[config.mk]
export PLATFORM = sky130hd
export DESIGN_NAME = sdram_port_arbiter
export DESIGN_NICKNAME = d
export VERILOG_FILES = /design/src/rtl/sdram_port_arbiter.sv
export SDC_FILE = /design/constraint.sdc
export NUM_CORES = 1
export LEC_CHECK = 0
export ABC_AREA = 0
export BUFFER_PORTS_ARGS = -buffer_cell sky130_fd_sc_hd__buf_2
export CAP_MARGIN = 20
export CORE_AREA = 2 2 77 79
export DETAILED_ROUTE_END_ITERATION = 16
export DIE_AREA = 0 0 79 81
export PLACE_DENSITY = 0.82
export SLEW_MARGIN = 10
export SYNTH_ARGS = -nofsm -noshare
export SYNTH_HDL_FRONTEND = slang
export SYNTH_SLANG_ARGS = --single-unit
[constraint.sdc]
create_clock -name clk_clk -period 2.3 [get_ports clk_clk]
set_input_delay 0.46 -clock clk_clk [delete_from_list [all_inputs] [get_ports clk_clk]]
set_output_delay 0.46 -clock clk_clk [all_outputs]
set_load 0.02 [all_outputs]
[src/rtl/sdram_port_arbiter.sv]
// Two-port Avalon-MM arbiter in front of a single SDRAM controller slave.
// Requester 0 (sample capture) and requester 1 (Nios bridge) share the port
// one command at a time, with a round-robin tie break. An in-order FIFO of
// requester ids routes each read response back to the port that issued it.
module sdram_port_arbiter #(
  parameter int ADDR_W     = 25,
  parameter int DATA_W     = 16,
  parameter int PEND_DEPTH = 4
) (
  input  logic                          clk_clk,
  input  logic                          reset_reset_n,
  input  logic [ADDR_W-1:0]             s0_address,
  input  logic                          s0_read,
  input  logic                          s0_write,
  input  logic [DATA_W-1:0]             s0_writedata,
  input  logic [DATA_W/8-1:0]           s0_byteenable,
  output logic                          s0_waitrequest,
  output logic [DATA_W-1:0]             s0_readdata,
  output logic                          s0_readdatavalid,
  input  logic [ADDR_W-1:0]             s1_address,
  input  logic                          s1_read,
  input  logic                          s1_write,
  input  logic [DATA_W-1:0]             s1_writedata,
  input  logic [DATA_W/8-1:0]           s1_byteenable,
  output logic                          s1_waitrequest,
  output logic [DATA_W-1:0]             s1_readdata,
  output logic                          s1_readdatavalid,
  output logic [ADDR_W-1:0]             m_address,
  output logic [DATA_W-1:0]             m_writedata,
  output logic [DATA_W/8-1:0]           m_byteenable,
  output logic                          m_read,
  output logic                          m_write,
  input  logic                          m_waitrequest,
  input  logic [DATA_W-1:0]             m_readdata,
  input  logic                          m_readdatavalid,
  output logic [$clog2(PEND_DEPTH):0]   pend_count,
  output logic                          err_orphan
);

  localparam int PTR_W = $clog2(PEND_DEPTH);
  localparam int CNT_W = PTR_W + 1;
  localparam logic [CNT_W-1:0] DEPTH_CNT = CNT_W'(PEND_DEPTH);

  typedef enum logic {IDLE = 1'b0, BUSY = 1'b1} state_t;

  state_t                state_q, state_d;
  logic                  grant_q, grant_d;
  logic                  last_q, last_d;
  logic                  g_read, g_write;
  logic                  req0, req1;
  logic                  pop, push, full, full_eff, read_blocked, accept;
  logic [PEND_DEPTH-1:0] id_q;
  logic [PTR_W-1:0]      wr_ptr_q, rd_ptr_q;
  logic [CNT_W-1:0]      pend_count_q, pend_count_d;
  logic                  err_orphan_q;
  logic                  head_id;

  assign req0    = s0_read | s0_write;
  assign req1    = s1_read | s1_write;
  assign g_read  = grant_q ? s1_read  : s0_read;
  assign g_write = grant_q ? s1_write : s0_write;

  // A response only pops when an id is outstanding; during reset nothing pops.
  assign head_id  = id_q[rd_ptr_q];
  assign pop      = reset_reset_n & m_readdatavalid & (pend_count_q != '0);
  assign full     = (pend_count_q == DEPTH_CNT);
  // A same-cycle pop frees a slot, so a full-blocked read may go out now.
  assign full_eff = full & ~pop;
  assign read_blocked = g_read & ~g_write & full_eff;

  assign accept = (m_read | m_write) & ~m_waitrequest;
  assign push   = m_read & ~m_waitrequest;

  assign s0_readdata      = m_readdata;
  assign s1_readdata      = m_readdata;
  assign s0_readdatavalid = pop & ~head_id;
  assign s1_readdatavalid = pop & head_id;
  assign pend_count       = pend_count_q;
  assign err_orphan       = err_orphan_q;

  // State register: arbitration state, current grant and last-served port.
  always_ff @(posedge clk_clk) begin
    if (!reset_reset_n) begin
      state_q <= IDLE;
      grant_q <= 1'b0;
      last_q  <= 1'b1;
    end else begin
      state_q <= state_d;
      grant_q <= grant_d;
      last_q  <= last_d;
    end
  end

  // Next-state logic: pick a requester in IDLE, return to IDLE on accept or abandon.
  always_comb begin
    state_d = state_q;
    grant_d = grant_q;
    last_d  = last_q;
    case (state_q)
      IDLE: begin
        if (req0 || req1) begin
          if (req0 && req1) grant_d = ~last_q;
          else              grant_d = req1;
          last_d  = grant_d;
          state_d = BUSY;
        end
      end
      BUSY: begin
        if (accept || !(g_read || g_write)) state_d = IDLE;
      end
      default: state_d = IDLE;
    endcase
  end

  // Output logic: forward the granted port's command and stall everyone else.
  always_comb begin
    m_address      = grant_q ? s1_address    : s0_address;
    m_writedata    = grant_q ? s1_writedata  : s0_writedata;
    m_byteenable   = grant_q ? s1_byteenable : s0_byteenable;
    m_read         = 1'b0;
    m_write        = 1'b0;
    s0_waitrequest = 1'b1;
    s1_waitrequest = 1'b1;
    if (reset_reset_n && state_q == BUSY) begin
      m_write = g_write;
      m_read  = g_read & ~g_write & ~full_eff;
      if (grant_q) s1_waitrequest = m_waitrequest | read_blocked;
      else         s0_waitrequest = m_waitrequest | read_blocked;
    end
  end

  // Occupancy of the outstanding-read FIFO.
  always_comb begin
    pend_count_d = pend_count_q;
    case ({push, pop})
      2'b10:   pend_count_d = pend_count_q + CNT_W'(1);
      2'b01:   pend_count_d = pend_count_q - CNT_W'(1);
      default: pend_count_d = pend_count_q;
    endcase
  end

  // FIFO pointers, count and the sticky orphan-response flag.
  always_ff @(posedge clk_clk) begin
    if (!reset_reset_n) begin
      wr_ptr_q     <= '0;
      rd_ptr_q     <= '0;
      pend_count_q <= '0;
      err_orphan_q <= 1'b0;
    end else begin
      if (push) wr_ptr_q <= wr_ptr_q + PTR_W'(1);
      if (pop)  rd_ptr_q <= rd_ptr_q + PTR_W'(1);
      pend_count_q <= pend_count_d;
      if (m_readdatavalid && pend_count_q == '0) err_orphan_q <= 1'b1;
    end
  end

  // Id storage; stale entries are harmless because the pointers gate them.
  always_ff @(posedge clk_clk) begin
    if (push) id_q[wr_ptr_q] <= grant_q;
  end

endmodule

# After elaboration in Yosys (flattened, before gate mapping)
# Cells that the tools add are included.
# word_totals
regBits	15
in_bits	110
out_inout_bits	85
# op_classes
n_addsub	4
order_cmp	3
eq_ne	3
muxes	21
bitwise_logic	21
reduce_logical	12
# ops
op	count
$mux W25	1
$mux W16	1
$mux W1	13
$and A1 B1 Y1	10
$not A1 Y1	7
$lt A2 B3 Y1 const B	2
$pmux W3 S2	1
$add A2 B1 Y2 const B	2
$bwmux W4	1
$logic_and A1 B1 Y1	4
$or A1 B1 Y1	4
$add A3 B1 Y3 const B	1
$eq A3 B3 Y1 const B	1
$logic_not A3 Y1	1
$logic_or A1 B1 Y1	3
$reduce_bool A3 Y1	1
$sub A3 B1 Y3 const B	1
$bmux W1 S2	1
$demux W1 S2	1
$eq A2 B1 Y1 const B	1
$eq A2 B2 Y1 const B	1
$ge A2 B1 Y1 const B	1
$mux W2	1
$pmux W1 S2	1
3 further kinds	3

# Longest topological paths before layout
# Gate-level depths: netlist (run 1).
# logic_depth
word_depth	12
depth_mapped	10

# Worst setup path before layout (run 1)
# OpenSTA, ideal clock, no wires.
# synth_timing
path_type	input port to flip-flop
startpoint	input port reset_reset_n
endpoint	register pend_count_q[2], in the netlist pend_count[2]
setup_ns	0.070
arrival_ns	2.347
required_time_ns	2.230
slack_ns	-0.117
path_stages	10
n_path_buf	1
cell_sequence	buf_6 > a211o_1 > o221a_4 > clkinv_2 > ha_1 > inv_1 > fa_1 > xor2_1 > or3_1 > a21oi_1
# synth_via
elab_chain_len	10
# synth_lines
item	line	rtl
start: declaration	11	input logic reset_reset_n,
$and A1 B1 Y1 (2 in series)	65	assign pop = reset_reset_n & m_readdatavalid & (pend_count_q != '0);
$not A1 Y1	68	assign full_eff = full & ~pop;
$and A1 B1 Y1	68	
$not A1 Y1	126	m_read = g_read & ~g_write & ~full_eff;
$and A1 B1 Y1	126	
$mux W1	124	if (reset_reset_n && state_q == BUSY) begin
$and A1 B1 Y1	72	assign push = m_read & ~m_waitrequest;
$eq A2 B1 Y1 / $eq A2 B2 Y1 (equally long branches)	135	case ({push, pop})
$pmux W3 S2 / $reduce_bool A2 Y1 (equally long branches)	-	
end signal: assignment	152	pend_count_q <= pend_count_d;
end: declaration	54	logic [CNT_W-1:0] pend_count_q, pend_count_d;
# Several ways; a longest one is shown, not always the timed one.
# A chain may end at the register's enable or synchronous reset.

# Worst setup path after layout (run 1)
# layout_timing
startpoint	input port m_readdatavalid
endpoint	register pend_count_q[2], in the netlist pend_count[2]
# layout_via
elab_chain_len	10
# layout_lines
item	line	rtl
start: declaration	35	input logic m_readdatavalid,
$and A1 B1 Y1 * (2 in series)	65	
$not A1 Y1	68	
$and A1 B1 Y1	68	
$not A1 Y1	126	
$and A1 B1 Y1	126	
$mux W1	124	
$and A1 B1 Y1	72	
$eq A2 B1 Y1 / $eq A2 B2 Y1 (equally long branches)	135	
$pmux W3 S2 / $reduce_bool A2 Y1 (equally long branches)	-	
# Mark *: on every way between the ends. The rest lies on a longest branch, timed or not.

==> impl_results.md, run 1 <==
* Layout cells sized above 1 at 73.2%
* Synth cell count leaders: mux2_2 (43), buf_4 (32), dfxtp_1 (11), inv_1 (11), nor2_1 (11)
* Reg2Reg Depth at 9
* Maxcap violations at 0
* Setup tns final at 0 ps
* Crit path from: m_readdatavalid
* Initial Utilization at 28.6%
* Most common cell in the netlist: mux2_2
* Initial antenna violation count at 1
* Critical path capture point: pend_count[2]
* RSZ-0062 raised after global routing: false
* Mapped Cells at 169
* Post-synth top flop: dfxtp_1
* Port Buffers at 146
* Placer Congestion at 0.792
* R2R Setup Slk at 170 ps
* Cell taking the most area after synthesis: mux2_2
* CTS tree: done
* Post-synth EDFFs at 4
* Post-Syn Nets at 285
* Largest cells by area after synthesis: mux2_2 (30%), buf_4 (15%), dfxtp_1 (14%), edfxtp_1 (7.4%), ha_1 (3.9%)
* Total CTS buffers at 3
* Clock-pin slew on the worst setup and hold paths at 60 ps
* Critical Path Sink Type: flop
* Warnings from Yosys at 0
* Clock skew at 2.11 ps
* Post-synth cell types at 37
* Antenna viol nets, final at 0
* Worst endpoint required time at 2470 ps
* WL final at 5070 µm
* Fin nets at 408
* Die width at 79 µm
* Slew Limit Fails at 0
* Layout Area Growth over Synthesis at 42.8%
* First-pass GRT wire length at 7310 µm
* Worst R2R Start: grant_q
* Power Dens Cells at 404 nW/µm²
* Mean Syn Cell Area at 9.61 µm²
* Root Buffer: clkbuf_8
* GR Overflow Total at 0
* Iter 0 DRT Violations at 50
* Max rail drop VDD at 154 µV
* CP Max Fanout at 2
* FF-to-FF End: pend_count[2]
* CP Class: in -> reg
* WP data arrival at 2310 ps
* Rows at 28
* CTS Sinks at 15
* Post-layout min period at 2130 ps
* Fmax at 0.469 GHz
* DR WL/cell at 13.8 µm
* Fin. Hold Viols at 0
* CTS H-tree lvls at 1
* DR vias/cell at 4.49
* Core ar. at 5680 µm²
* Die ar. at 6400 µm²
* Tot GR Track Use at 14.6%
* Worst hold path type: in -> reg
* Hold Slack at 500 ps
* Status: completed
* Synth Cell Area at 1620 µm²
* Clock latency on the worst-skew pair at 250 ps
* Worst-margin pin slew at 413 ps
* Top-area cell type share of the netlist area at 29.8%
* Drt pass-1 iters at 4
* DRC Markers at 0
* Static Leak at 0.00115 µW
* Die Ht at 81 µm
* Largest net degree at the start of global routing at 32
* Period utilization at 92.7%
* Via count at 1648
* Post-CTS Hold Buffers at 0
* Vias in the first global route at 1522
* HPWL after DPL at 4490 µm
* Relative slew slack at 72.1%
* Post-cts gate resize count at 0
* Fillers at 599
* Setup Fix Bufs, Post-CTS at 0
* Register bit total from synthesis at 15
* Setup crit start kind: primary input
* Fraction of registers with async set/reset at 0%
* Count of final setup violators at 0
* Clock buffer depth at 2
* IO Pins at 195
* Seq/Total Area, Yosys at 21.0%
[registers in the layout (all words and copies together), names as in the netlist]
register	flops
rd_ptr_q	2
err_orphan	1
last_q	1
id_q	4
pend_count	3
wr_ptr_q	2
grant_q	1
state_q	1
[cell families (layout without fill, tap and decap cells)]
group	Yosys count	after routing	synth area share [%]
buf+inv	51	173	20.2
mux	47	47	33.1
simple gates	29	29	9.78
compound gates	18	18	9.32
flops	15	15	21.0
fa+ha+maj	6	6	5.08
xor+xnor	3	3	1.62
other cells	0	1	0
[metal layers]
metal / track usage (%) / vias up / routed length (µm)
met5: 0 / - / 0
met1: 15.9 / 749 / 1880
li1: - / 799 / -
met4: 2.76 / 0 / 13
met3: 6.11 / 2 / 553
met2: 26.5 / 98 / 2620
[through the flow]
step	std cells	setup slack (ps)	total power, µW	instance area [µm²]	utilization, %
2_1_floorplan	169	37.9	637	1640	-
3_5_place_dp	362	-77.7	731	2270	40.0
6_report	367	168	938	2320	40.9
5_1_grt	367	91.7	985	2320	40.9
3_3_place_gp	362	12.0	722	2270	40.0
4_1_cts	366	186	948	2320	40.8
[where the power goes]
part	switching (µW)	internal, µW	leakage (µW)
registers	11.4	281	0.000127
clock network	93.8	120	0.0000255
logic	222	209	0.00100
total	328	610	0.00115
[cells in the final DEF, fill, tap and decap left out, types with 2 or more instances in the layout]
| cell type | n |
|---|---|
| buf_2 | 146 |
| mux2_2 | 43 |
| inv_1 | 11 |
| nor2_1 | 11 |
| buf_4 | 11 |
| dfxtp_1 | 10 |
| and2_1 | 4 |
| nand2_1 | 4 |
| a21oi_1 | 4 |
| o21ai_0 | 4 |
| ha_1 | 4 |
| edfxtp_1 | 4 |
| mux2i_1 | 3 |
| clkbuf_8 | 3 |
| and3b_1 | 2 |
| a211o_1 | 2 |
| or3_1 | 2 |
| xor2_1 | 2 |
[area by class of cell]
type                    instances  area [µm²]  area share (%)
diodes                          1        2.50           0.108
clock buffers                   3        41.3            1.78
clock inverters                 1        5.00           0.216
inverters                      12        50.0            2.16
multi-input cells             103         971            41.9
flip-flops and latches         15         342            14.7
well taps                      75        93.8            4.05
repair buffers                157         813            35.1
[worst min path at each step]
stage                   from          end  slack (ps)  cells after the start
2_1_floorplan    rd_ptr_q[1]  rd_ptr_q[1]         460                      2
3_3_place_gp      err_orphan   err_orphan         460                      2
3_5_place_dp     rd_ptr_q[1]  rd_ptr_q[1]         500                      2
4_1_cts        m_waitrequest      state_q         490                      3
5_1_grt        m_waitrequest      state_q         500                      3
6_report       m_waitrequest      state_q         500                      3
[worst max-delay path, stage by stage]
cell and delay (ps):
buf_2 100, a211o_1 320, o221a_4 240, clkinv_4 50
ha_4 120, inv_1 50, fa_2 330, xor2_1 150
or3_1 320, a21oi_1 170
(Power assumes the default switching activity.)
==> inputs of run 2 (changes only) <==
MAX_ROUTING_LAYER = met4   (was not set)
==> run 2 against run 1 <==
Net effect:
- clock-buffer cell count unchanged
- largest power group unchanged
- sequential power about the same
- global-route usage increased by 0.42 points
- highest routed layer unchanged
- clock skew decreased by 0.65 ps
- sequential share of layout area unchanged
- total power about the same
- worst setup slack got worse by 0.68 ps
- maximum frequency about the same
- core utilization unchanged
- combinational power about the same
==> impl_results.md, run 2 (synthesized netlist as in run 1, its figures left out) <==
* Clock skew at 1.46 ps
* Layout cells sized above 1 at 73.2%
* Crit-path cells: buf_2 > a211o_1 > o221a_4 > clkinv_4 > ha_4 > inv_1 > fa_2 > xor2_1 > or3_1 > a21oi_1
* WL final at 5050 µm
* Most common cell after layout, fill and taps aside: buf_2
* Largest register FFs at 4
* IO Pins at 195
* Setup Fix Bufs, Post-CTS at 0
* Critical Path Slowest Stage Cell: fa_2
* Power Dens Cells at 404 nW/µm²
* Die width at 79 µm
* Clock latency on the worst-skew pair at 250 ps
* Worst endpoint required time at 2470 ps
* Relative slew slack at 73.5%
* FF-to-FF End: pend_count[2]
* Clock buffer depth at 2
* Fillers at 599
* Fin. Hold Viols at 0
* Antenna viol nets, final at 0
* CTS tree: done
* Slew Limit Fails at 0
* Period utilization at 92.7%
* Clock network fraction of design power at 22.8%
* Fmax at 0.469 GHz
* Tot GR Track Use at 15.0%
* Post-layout min period at 2130 ps
* Die Ht at 81 µm
* GR Overflow Total at 0
* Reg2Reg Depth at 9
* WP data arrival at 2310 ps
* Core ar. at 5680 µm²
* Hold path start: m_waitrequest
* Reg with most FFs: id_q
* Setup crit start kind: primary input
* Static Leak at 0.00115 µW
* Iter 0 DRT Violations at 42
* Drt pass-1 iters at 4
* Total CTS buffers at 3
* Storage cell area at 342 µm²
* CP Class: in -> reg
* Internal Power at 610 µW
* Initial Utilization at 28.6%
* Net load switching power at 327 µW
* Worst hold path stage count at 3
* CTS H-tree lvls at 1
* Initial antenna violation count at 1
* DR vias/cell at 4.52
* R2R Setup Slk at 170 ps
* Maxcap violations at 0
* Largest net degree at the start of global routing at 32
* Rows at 28
* Layout Area Growth over Synthesis at 42.8%
* Multi-input logic area at 971 µm²
* Via count at 1659
* Max rail drop VDD at 154 µV
* Worst hold path type: in -> reg
* Switching part of the total at 34.9%
* Worst-margin pin slew at 393 ps
* CP max stage delay at 330 ps
* Hold Path End: state_q
* First-pass GRT wire length at 7300 µm
* Seq pwr share at 31.2%
* Comb power frac at 46.0%
* Count of final setup violators at 0
* Cell family with most CP delay: compound AO/OA/AOI/OAI gates
* Non-Filler Instances at 367
* DR WL/cell at 13.8 µm
* DP Cell Count at 362
* Post-cts gate resize count at 0
* CP Max Fanout at 2
* CTS Sinks at 15
* RSZ-0062 raised after global routing: false
* Post-CTS Hold Buffers at 0
* Status: completed
* Worst R2R Start: grant_q
* Die ar. at 6400 µm²
* Critical Path Sink Type: flop
* Fin nets at 408
* Worst path bufs/invs at 3
* Root Buffer: clkbuf_8
* Port Buffers at 146
* Commonest cells after routing, fill and taps aside: buf_2 (146), mux2_2 (43), inv_1 (11), nor2_1 (11), buf_4 (11)
* Placer Congestion at 0.803
* HPWL after DPL at 4490 µm
* Setup tns final at 0 ps
* Clock-pin slew on the worst setup and hold paths at 60 ps
* DRC Markers at 0
* Vias in the first global route at 1521
run 2: cell counts in the layout (fill, tap and decap cells not counted):
No cell type changed its count.
run 2: power groups by stage:
| stage | logic [µW] | registers [µW] | clock network (µW) |
|---|---|---|---|
| CTS | 436 | 291 | 220 |
| global placement | 425 | 296 | 0 |
| finish | 431 | 292 | 214 |
| floorplan | 342 | 295 | 0 |
| global route | 462 | 293 | 230 |
| detailed placement | 434 | 297 | 0 |
run 2: layout make-up:
type	instances	area share, %
diodes	1	0.108
clock buffers	3	1.78
clock inverters	1	0.216
inverters	12	2.16
multi-input cells	103	41.9
flip-flops and latches	15	14.7
well taps	75	4.05
repair buffers	157	35.1
run 2: worst max-delay path by stage:
stage | startpoint | end | slack, ps | cells after the start
after CTS | m_readdatavalid | pend_count[2] | 190 | 10
after global routing | pend_count[2] | pend_count[2] | 90 | 9
after floorplan | reset_reset_n | pend_count[2] | 40 | 10
final | m_readdatavalid | pend_count[2] | 170 | 10
after global placement | m_readdatavalid | pend_count[2] | 10 | 10
after detailed placement | m_readdatavalid | pend_count[2] | -80 | 10
run 2: metal layers:
metal | wire [µm] | global-route usage [%] | vias up
met1 | 1880 | 16.1 | 752
met4 | 19 | 2.76 | 0
met3 | 526 | 5.89 | 6
met2 | 2630 | 26.5 | 100
met5 | 0 | - | -
li1 | - | - | 801
run 2: worst register-to-register path: cells and delay by family, from the launching register on:
family                     cells  cell delay [ps]
AOI/OAI and AO/OA              2              470
and+or+nand+nor                2              530
xor gates and xnor gates       1              150
DFF                            1              360
buffers and inverters          2              100
adders and majority gates      2              450
run 2: per-stage QoR:
step                setup WS [ps]  area [µm²]  power, µW  util [%]  hold WS (ps)
floorplan                    37.9        1640        637         -           463
detailed placement          -77.7        2270        731      40.0           501
CTS                           186        2320        948      40.8           491
finish                        167        2320        937      40.9           499
global placement             12.0        2270        722      40.0           457
global route                 91.7        2320        985      40.9           502
==> inputs of run 3 (changes only) <==
RECOVER_POWER = 50   (was not set)
==> run 3 against run 2 <==
Net effect:
- critical path depth shrank 1
- global-route usage is the same
- clock power is essentially flat
- clock-buffer cell count unchanged
- via count is 0.24% lower
==> impl_results.md, run 3 (synthesized netlist as in run 1, its figures left out) <==
* Period utilization at 94.2%
* Setup slack after layout at 132 ps
* Layout cells sized above 1 at 70.4%
* R2R Setup Slk at 130 ps
* Count of final setup violators at 0
* Relative slew slack at 73.7%
* Critical Path Sink Type: flop
* RSZ-0062 raised after global routing: false
* Final Util at 40.3%
* Design Area, Final at 2290 µm²
* Antenna viol nets, final at 0
* Static Leak at 0.00111 µW
* Via count at 1655
* IO Pins at 195
* Power Dens Cells at 407 nW/µm²
* Dpl cell area at 2270 µm²
* Worst hold path type: in -> reg
* Fin. Hold Viols at 0
* Total CTS buffers at 3
* Post-CTS Hold Buffers at 0
* Iter 0 DRT Violations at 46
* DR vias/cell at 4.51
* Die width at 79 µm
* HPWL after DPL at 4490 µm
* Tot GR Track Use at 15.0%
* Most common cell after layout, fill and taps aside: buf_2
* Worst hold path stage count at 3
* Maxcap violations at 0
* Slew Limit Fails at 0
* Rows at 28
* FF-to-FF End: pend_count[2]
* Fmax at 0.461 GHz
* Reg2Reg Depth at 9
* WP data arrival at 2340 ps
* Setup crit start kind: flop
* Die ar. at 6400 µm²
* GR Overflow Total at 0
* Commonest cells after routing, fill and taps aside: buf_2 (142), mux2_2 (43), inv_1 (11), nor2_1 (11), dfxtp_1 (10)
* Drt pass-1 iters at 4
* Worst-margin pin slew at 389 ps
* Placer Congestion at 0.803
* Reg with most FFs: id_q
* First-pass GRT wire length at 7300 µm
* Hold Path End: state_q
* CP Max Fanout at 6
* Final Power at 932 µW
* WL final at 5100 µm
* Clock skew at 3.72 ps
* CTS tree: done
* Setup Fix Bufs, Post-CTS at 0
* Max rail drop VDD at 154 µV
* Initial Utilization at 28.6%
* CTS Sinks at 15
* Post-cts gate resize count at 0
* Port Buffers at 146
* Hold Slack at 501 ps
* Root Buffer: clkbuf_8
* Hold path start: m_waitrequest
* Place WS at -77.7 ps
* CTS H-tree lvls at 1
* Initial antenna violation count at 1
* Vias in the first global route at 1521
* Clock-pin slew on the worst setup and hold paths at 60 ps
* Worst endpoint required time at 2470 ps
* DR WL/cell at 13.9 µm
* Worst R2R Start: pend_count[0]
* Layout Area Growth over Synthesis at 40.9%
* Fin nets at 408
* DRC Markers at 0
* Clock latency on the worst-skew pair at 250 ps
* Clock buffer depth at 2
* CP Class: reg -> reg
* Post-layout min period at 2170 ps
* Status: completed
* Largest register FFs at 4
* Core ar. at 5680 µm²
* Die Ht at 81 µm
* Largest net degree at the start of global routing at 32
[run 3: per-stage QoR]
| stage | setup TNS [ps] | cells |
|---|---|---|
| finish | 0 | 367 |
| global route | 0 | 367 |
| CTS | 0 | 366 |
| detailed placement | -77.7 | 362 |
| global placement | 0 | 362 |
| floorplan | 0 | 169 |
[run 3: worst max-delay path: stages (launching register included)]
cell      delay [ps]
dfxtp_1          340
clkbuf_1         280
o311ai_4         180
inv_1            130
ha_4             140
inv_1             50
fa_2             330
xor2_1           150
or3_1            320
a21oi_1          170
[run 3: metal layers]
| layer | up-vias | track usage [%] | routed length [µm] |
|---|---|---|---|
| li1 | 804 | - | - |
| met1 | 753 | 16.1 | 1910 |
| met2 | 96 | 26.5 | 2630 |
| met3 | 2 | 5.89 | 543 |
| met4 | 0 | 2.76 | 13 |
| met5 | - | - | 0 |
[run 3: how the worst max path moves through the flow]
stage                          startpoint             to  slack [ps]
after global placement    m_readdatavalid  pend_count[2]          10
after global routing        pend_count[0]  pend_count[2]          60
after floorplan             reset_reset_n  pend_count[2]          40
after detailed placement  m_readdatavalid  pend_count[2]         -80
after CTS                 m_readdatavalid  pend_count[2]         190
final                       pend_count[0]  pend_count[2]         130
[run 3: power breakdown]
| part | leakage [µW] | switching (µW) | internal, µW |
|---|---|---|---|
| clock | 0.0000255 | 91.6 | 120 |
| sequential | 0.000127 | 11.3 | 281 |
| combinational | 0.000960 | 222 | 206 |
[run 3: final cells by class]
class,instances,area (µm²)
clock inverter,1,5.00
timing repair buffer,157,797
fill,609,3390
clock buffer,3,41.3
inverter,12,50.0
antenna,1,2.50
sequential,15,342
multi-input combinational,103,957
tap,75,93.8
